===== src/rtl/pipe_ctrl.sv =====
// Pipeline control: PC and pipeline-register ld/clr, with memory-wait freeze, load-use bubble and branch flush.
// Latency: ld/clr are combinational (zero cycles); counters and err update on the next rising edge.
// Backpressure: mem_ready low freezes PC..EX/MEM and bubbles WB. PIPE_CTRL_TIMEOUT_EN adds the memory-wait timeout.
module pipe_ctrl #(
    parameter int REG_ADDR_W = 4,
    parameter int CNT_W      = 16,
    parameter int TIMEOUT    = 64
) (
    input  logic                  clk,
    input  logic                  rst,
    input  logic [REG_ADDR_W-1:0] id_src1,
    input  logic [REG_ADDR_W-1:0] id_src2,
    input  logic                  id_src1_valid,
    input  logic                  id_src2_valid,
    input  logic [REG_ADDR_W-1:0] ex_dest,
    input  logic                  ex_mem_read,
    input  logic                  ex_branch_taken,
    input  logic                  mem_req,
    input  logic                  mem_ready,
    output logic                  pc_ld,
    output logic                  ifid_ld,
    output logic                  idex_ld,
    output logic                  exmem_ld,
    output logic                  memwb_ld,
    output logic                  ifid_clr,
    output logic                  idex_clr,
    output logic                  memwb_clr,
    output logic [CNT_W-1:0]      stall_cnt,
    output logic [CNT_W-1:0]      flush_cnt,
    output logic                  err,
    output logic                  mem_abort
);

    typedef enum logic [0:0] {
        RUN      = 1'b0,
        MEM_WAIT = 1'b1
    } state_t;

    state_t           state;
    state_t           state_nxt;
    logic             freeze;
    logic             branch;
    logic             load_use;
    logic             lu_hit;
    logic             timeout_hit;
    logic [CNT_W-1:0] stall_q;
    logic [CNT_W-1:0] flush_q;

    // Load-use hazard: EX holds a load whose destination is a source actually read in ID.
    assign lu_hit = ex_mem_read &
                    ((id_src1_valid & (id_src1 == ex_dest)) |
                     (id_src2_valid & (id_src2 == ex_dest)));

    // Freeze wins over everything; a pending branch or hazard simply waits in place.
    assign freeze   = (state == MEM_WAIT) | (mem_req & ~mem_ready);
    assign branch   = ~freeze & ex_branch_taken;
    assign load_use = ~freeze & ~ex_branch_taken & lu_hit;

`ifdef PIPE_CTRL_TIMEOUT_EN
    localparam int WAIT_W = (TIMEOUT > 1) ? $clog2(TIMEOUT) : 1;

    logic [WAIT_W-1:0] wait_cnt;
    logic              err_q;

    // The ready cycle beats the limit cycle, so only a still-missing ready times out.
    assign timeout_hit = (state == MEM_WAIT) & ~mem_ready &
                         (wait_cnt == WAIT_W'(TIMEOUT - 1));

    // Wait counter held at zero outside MEM_WAIT, so it starts at zero on entry.
    always_ff @(posedge clk or posedge rst) begin
        if (rst) begin
            wait_cnt <= '0;
        end else if (state != MEM_WAIT) begin
            wait_cnt <= '0;
        end else begin
            wait_cnt <= wait_cnt + WAIT_W'(1);
        end
    end

    // Sticky error flag, cleared only by reset.
    always_ff @(posedge clk or posedge rst) begin
        if (rst) begin
            err_q <= 1'b0;
        end else if (timeout_hit) begin
            err_q <= 1'b1;
        end
    end

    assign err       = err_q;
    assign mem_abort = timeout_hit;
`else
    assign timeout_hit = 1'b0;
    assign err         = 1'b0;
    assign mem_abort   = 1'b0;
`endif

    // State register.
    always_ff @(posedge clk or posedge rst) begin
        if (rst) begin
            state <= RUN;
        end else begin
            state <= state_nxt;
        end
    end

    // Next state: enter MEM_WAIT on an unanswered request, leave on ready or timeout.
    always_comb begin
        state_nxt = state;
        if (state == RUN) begin
            if (mem_req & ~mem_ready) begin
                state_nxt = MEM_WAIT;
            end
        end else begin
            if (mem_ready | timeout_hit) begin
                state_nxt = RUN;
            end
        end
    end

    // Register controls: freeze, then branch flush, then load-use bubble, else advance.
    always_comb begin
        pc_ld     = 1'b1;
        ifid_ld   = 1'b1;
        idex_ld   = 1'b1;
        exmem_ld  = 1'b1;
        memwb_ld  = 1'b1;
        ifid_clr  = 1'b0;
        idex_clr  = 1'b0;
        memwb_clr = 1'b0;
        if (freeze) begin
            pc_ld     = 1'b0;
            ifid_ld   = 1'b0;
            idex_ld   = 1'b0;
            exmem_ld  = 1'b0;
            memwb_clr = 1'b1;
        end else if (branch) begin
            ifid_clr = 1'b1;
            idex_clr = 1'b1;
        end else if (load_use) begin
            pc_ld    = 1'b0;
            ifid_ld  = 1'b0;
            idex_clr = 1'b1;
        end
    end

    // Saturating stall counter: freeze and load-use cycles.
    always_ff @(posedge clk or posedge rst) begin
        if (rst) begin
            stall_q <= '0;
        end else if ((freeze | load_use) && (stall_q != {CNT_W{1'b1}})) begin
            stall_q <= stall_q + CNT_W'(1);
        end
    end

    // Saturating flush counter: branch cycles that were not frozen.
    always_ff @(posedge clk or posedge rst) begin
        if (rst) begin
            flush_q <= '0;
        end else if (branch && (flush_q != {CNT_W{1'b1}})) begin
            flush_q <= flush_q + CNT_W'(1);
        end
    end

    assign stall_cnt = stall_q;
    assign flush_cnt = flush_q;

endmodule


===== config.mk =====
export PLATFORM = sky130hd
export DESIGN_NAME = pipe_ctrl
export DESIGN_NICKNAME = d
export VERILOG_FILES = /design/src/rtl/pipe_ctrl.sv
export SDC_FILE = /design/constraint.sdc
export NUM_CORES = 1
export LEC_CHECK = 0
export CORE_MARGIN = 4
export CORE_UTILIZATION = 35
export DETAILED_ROUTE_END_ITERATION = 10
export DONT_BUFFER_PORTS = 1
export GPL_ROUTABILITY_DRIVEN = 0
export GPL_TIMING_DRIVEN = 1
export HOLD_SLACK_MARGIN = 0.05
export PLACE_DENSITY_LB_ADDON = 0.12
export SETUP_SLACK_MARGIN = 0.1
export SLEW_MARGIN = 15
export SYNTH_ARGS = -nofsm -noshare
export SYNTH_HDL_FRONTEND = slang
export SYNTH_SLANG_ARGS = --single-unit

===== constraint.sdc =====
create_clock -name clk -period 5.3 [get_ports clk]
set_input_delay 0.53 -clock clk [delete_from_list [all_inputs] [get_ports clk]]
set_output_delay 0.53 -clock clk [all_outputs]
set_load 0.02 [all_outputs]

# After elaboration in Yosys (flattened, before gate mapping)
# Cells that the tools add are included.
totals:
  regBits: 33
  inputBits: 20
  out_inout_bits: 42
  word_cells: 37
classes:
  addsub: 2
  eq_ne: 4
  muxes: 13
  bitwise: 13
  n_reduce_logical: 2
op_table:
  columns: ["cell", "count"]
  rows:
  - ["adder 16 x 1 -> 16 bit (second input constant)", 2]
  - ["!= test 16 bit (second input constant)", 2]
  - ["2-to-1 mux 1 bit", 13]
  - ["equality test 4 bit", 2]
  - ["bitwise AND 1 bit", 7]
  - ["inverter 1 bit", 3]
  - ["OR 1 bit", 3]
  - ["logical AND 1 bit", 2]

# Longest topological paths before layout
depth:
  ltp_word: 9
  ltp_mapped: 8
  ltp_nobuf: 6

# Least setup slack after synthesis
# Ideal clock, no wire load.
synth_path:
  path_kind: "input to output"
  from: "input port mem_req"
  to: "output port pc_ld"
  arrival_ns: 2.205
  path_slack_ns: 2.565
  cell_stages: 7
  path_cell_list: "nor2b_1 nor2_1 inv_1 buf_2 clkbuf_1 nor2_1 buf_4"
synth_between:
  elab_chain_len: 8
  elab_cells_between_ends: 9
  cone_classes: "mux: 3; bitwise: 6"
synth_rtl:
  columns: ["item", "line", "rtl"]
  rows:
  - ["from (decl)", "18", "input logic mem_req,"]
  - ["bitwise AND 1 bit (*)", "55", "assign freeze = (state == MEM_WAIT) | (mem_req & ~mem_ready);"]
  - ["OR 1 bit (*)", "55", null]
  - ["inverter 1 bit", "56, 57", null]
  - ["bitwise AND 1 bit (2 in a row)", "57", "assign load_use = ~freeze & ~ex_branch_taken & lu_hit;"]
  - ["2-to-1 mux 1 bit (2 in a row)", null, null]
  - ["2-to-1 mux 1 bit (*)", null, null]
  - ["to (decl)", "20", "output logic pc_ld,"]
# Mark *: on every way between the ends. The rest lies on a longest branch, timed or not.

# Worst setup path in the final report
layout_path:
  from: "register state"
  to: "output port ifid_ld"
layout_between:
  elab_chain_len: 7
  elab_cells_between_ends: 8
  cone_classes: "mux: 3; bitwise: 5"
layout_rtl:
  columns: ["item", "line", "rtl"]
  rows:
  - ["from (decl)", "39", "state_t state;"]
  - ["from (signal assigned)", "102", "state <= state_nxt;"]
  - ["OR 1 bit (*)", "55", null]
  - ["inverter 1 bit", "56, 57", null]
  - ["bitwise AND 1 bit (2 in a row)", "57", null]
  - ["2-to-1 mux 1 bit", "139", "end else if (load_use) begin"]
  - ["2-to-1 mux 1 bit", "136", "end else if (branch) begin"]
  - ["2-to-1 mux 1 bit (*)", "130", "if (freeze) begin"]
  - ["to (decl)", "21", "output logic ifid_ld,"]
# Marked as above.

==> results_dict.tcl <==
set metrics [dict create \
    tns_ns 0 \
    outcome "finished clean" \
    ys_ff_latch 33 \
    min_path_type "primary input to asynchronous set/reset pin" \
    drive_gt1_share_pct 12.4 \
    num_vias 1363 \
    synth_edf_count 0 \
    synthDistinctLibCells 41 \
    cts.hold.buffers_added 0 \
    layout_commonest_cell "dfrtp_1" \
    synth_seq_area_share_pct 44.8 \
    clock-sinks 33 \
    grt_usage_pct 13.8 \
    fmax_mhz 314 \
    die-height_um 80.6 \
    clk-insertion-delay-late_ns 0.28 \
    rsz0062_at_grt "no" \
    grt_max_degree 34 \
    setup_viol 0 \
    viasPerCell 5.35 \
    critPathLaunchType "flip-flop" \
    hpwl_mm 3.08 \
    synth_adder_area_share_pct 1.36 \
    antenna_found_initial 0 \
    synth-simple-area-share_pct 20.6 \
    syn-mean-instance-area_um2 10.1 \
    root_buffer "clkbuf_8" \
    clk_pin_slew_ns 0.07 \
    worst_slew_pin_slew_ns 0.829 \
    finalNetCount 206 \
    p_per_area_nw_per_um2 416 \
    irDropWorstVdd_mv 0.238 \
    die_w_um 80.6 \
    layout_min_cycle_time_ns 3.18 \
    cts_setup_buffers 0 \
    path_class "flip-flop to primary output" \
    cts-htree-levels 2 \
    io_buffers 0 \
    cp.required_ns 4.77 \
    worst_setup_path_end_kind "primary output" \
    post-route-period-util_pct 60.1 \
    synth_top_area_share_pct 44.8 \
    reg2reg_setup_slack_ns 2.63 \
    cp.arrival_ns 2.65 \
    cts_buffers 5 \
    crit_fanout 21 \
    cts_tree "built" \
    io_pins 62 \
    netlist_area_um2 1840 \
    totalWireLength_mm 4.12 \
    die_area_um2 6490 \
    areaGrowthSynthToFinish_pct 8.76 \
    synth.area.top_cells "dfrtp_1, xnor2_1, xor2_1" \
    synth_xor_area_share_pct 15.2 \
    maxCapViolCount 0 \
    core_area_um2 5110 \
    ant_nets 0 \
    total_power_w 0.000835 \
    grt_pass1_wl_mm 6.79 \
    wl_per_cell_um 16.1 \
    synth_top_area_cell "dfrtp_1" \
    num_antenna_cells 0 \
    dr.pass1.iters 4 \
    hold_ws_ns 0.230 \
    synth_warnings 0 \
    fp-row-count 26 \
    drt_iter0_markers 34 \
    relSlewSlack_pct 44.7 \
    finalHoldViolations 0 \
    synthMuxAreaShare_pct 3.67 \
    ys.flop_type "dfrtp_1" \
    synth_top_family_by_area "simple AND/OR/NAND/NOR gates" \
    async_flop_share_pct 100 \
    grt_pass1_vias 1420 \
    clockBufferDepth 2 \
    finClkSkew_ns 0.00868 \
    mostFrequentLayoutCells "dfrtp_1, xnor2_1, nor2_1" \
    drc_errors 0 \
    grt_overflow_total 0 \
    synth_compound_area_share_pct 9.37 \
    leakagePower_nw 0.804 \
    syn_inst 183 \
    start_util_pct 36.1 \
    maxSlewViolCount 0 \
    cts.repair.resized 0 \
]
per-stage QoR:
step	worst slack, ns	area (um2)	util, %	instances
finish	2.12	2000	39.2	255
global route	1.99	2000	39.2	255
CTS	2.08	2000	39.2	255
detailed placement	2.14	1890	37.0	247
global placement	2.16	1890	37.0	247
floorplan	2.56	1850	-	184
cell usage after synthesis, drive strengths merged (2+ instances only):
cell and count:
a21oi 3, and2 2, and3 4, buf 7, clkbuf 2, conb 2, dfrtp 33, ha 2
inv 6, mux2 6, nand2 12, nand3 12, nand3b 2, nand4 6, nor2 13, nor2b 2
nor3 7, nor4 2, o2111ai 5, o211ai 5, o21ai 4, o22a 2, or4 3, xnor2 24
xor2 8
worst paths after layout:
path / cells after the start / endpoint / start
max reg2reg: 4 / flush_cnt[1] / state
min reg2reg: 2 / state / state
max in group asynchronous: 2 / flush_cnt[11] / rst
min in group clk: 1 / state / mem_ready
min: 2 / stall_cnt[6] / rst
max: 3 / ifid_ld / state
flip-flops by register name (all words and copies together) (netlist names):
| register | count |
|---|---|
| flush_cnt | 16 |
| stall_cnt | 16 |
| state | 1 |
power by group:
group / internal (W) / leakage (nW) / switching [W]
Combinational: 0.0000695 / 0.316 / 0.0000707
Sequential: 0.000303 / 0.429 / 0.000147
Clock: 0.000153 / 0.0585 / 0.0000911
cells by family after synthesis:
| kind of cell | count (synthesis) |
|---|---|
| multiplexers | 6 |
| AND/OR/NAND/NOR | 69 |
| flip-flops | 33 |
| buffers and inverters | 15 |
| XOR/XNOR | 32 |
| AO/OA/AOI/OAI | 24 |
| adder cells (fa/ha/maj) | 2 |
| other | 2 |
critical path, stage by stage (launching register included):
cell     delay [ns]
dfrtp_1        0.40
nor2_1         0.61
inv_1          0.62
nor2_1         0.73
layout make-up:
| cell class | count | area [um2] |
|---|---|---|
| fill | 513 | 3100 |
| multi-input combinational | 136 | 937 |
| sequential | 33 | 826 |
| tap | 70 | 87.6 |
| clock buffer | 7 | 86.3 |
| clock inverter | 1 | 30.0 |
| inverter | 6 | 22.5 |
| timing repair buffer | 2 | 15.0 |
routing by layer:
metal | vias up | share of wire [%] | track usage (%)
met5 | - | 0 | 0
met3 | 9 | 9.1 | 7.06
met2 | 42 | 49 | 23.0
met4 | 0 | 2.1 | 5.41
li1 | 647 | - | -
met1 | 665 | 39 | 14.7
No activity file was read; power rests on OpenSTA's default activity.
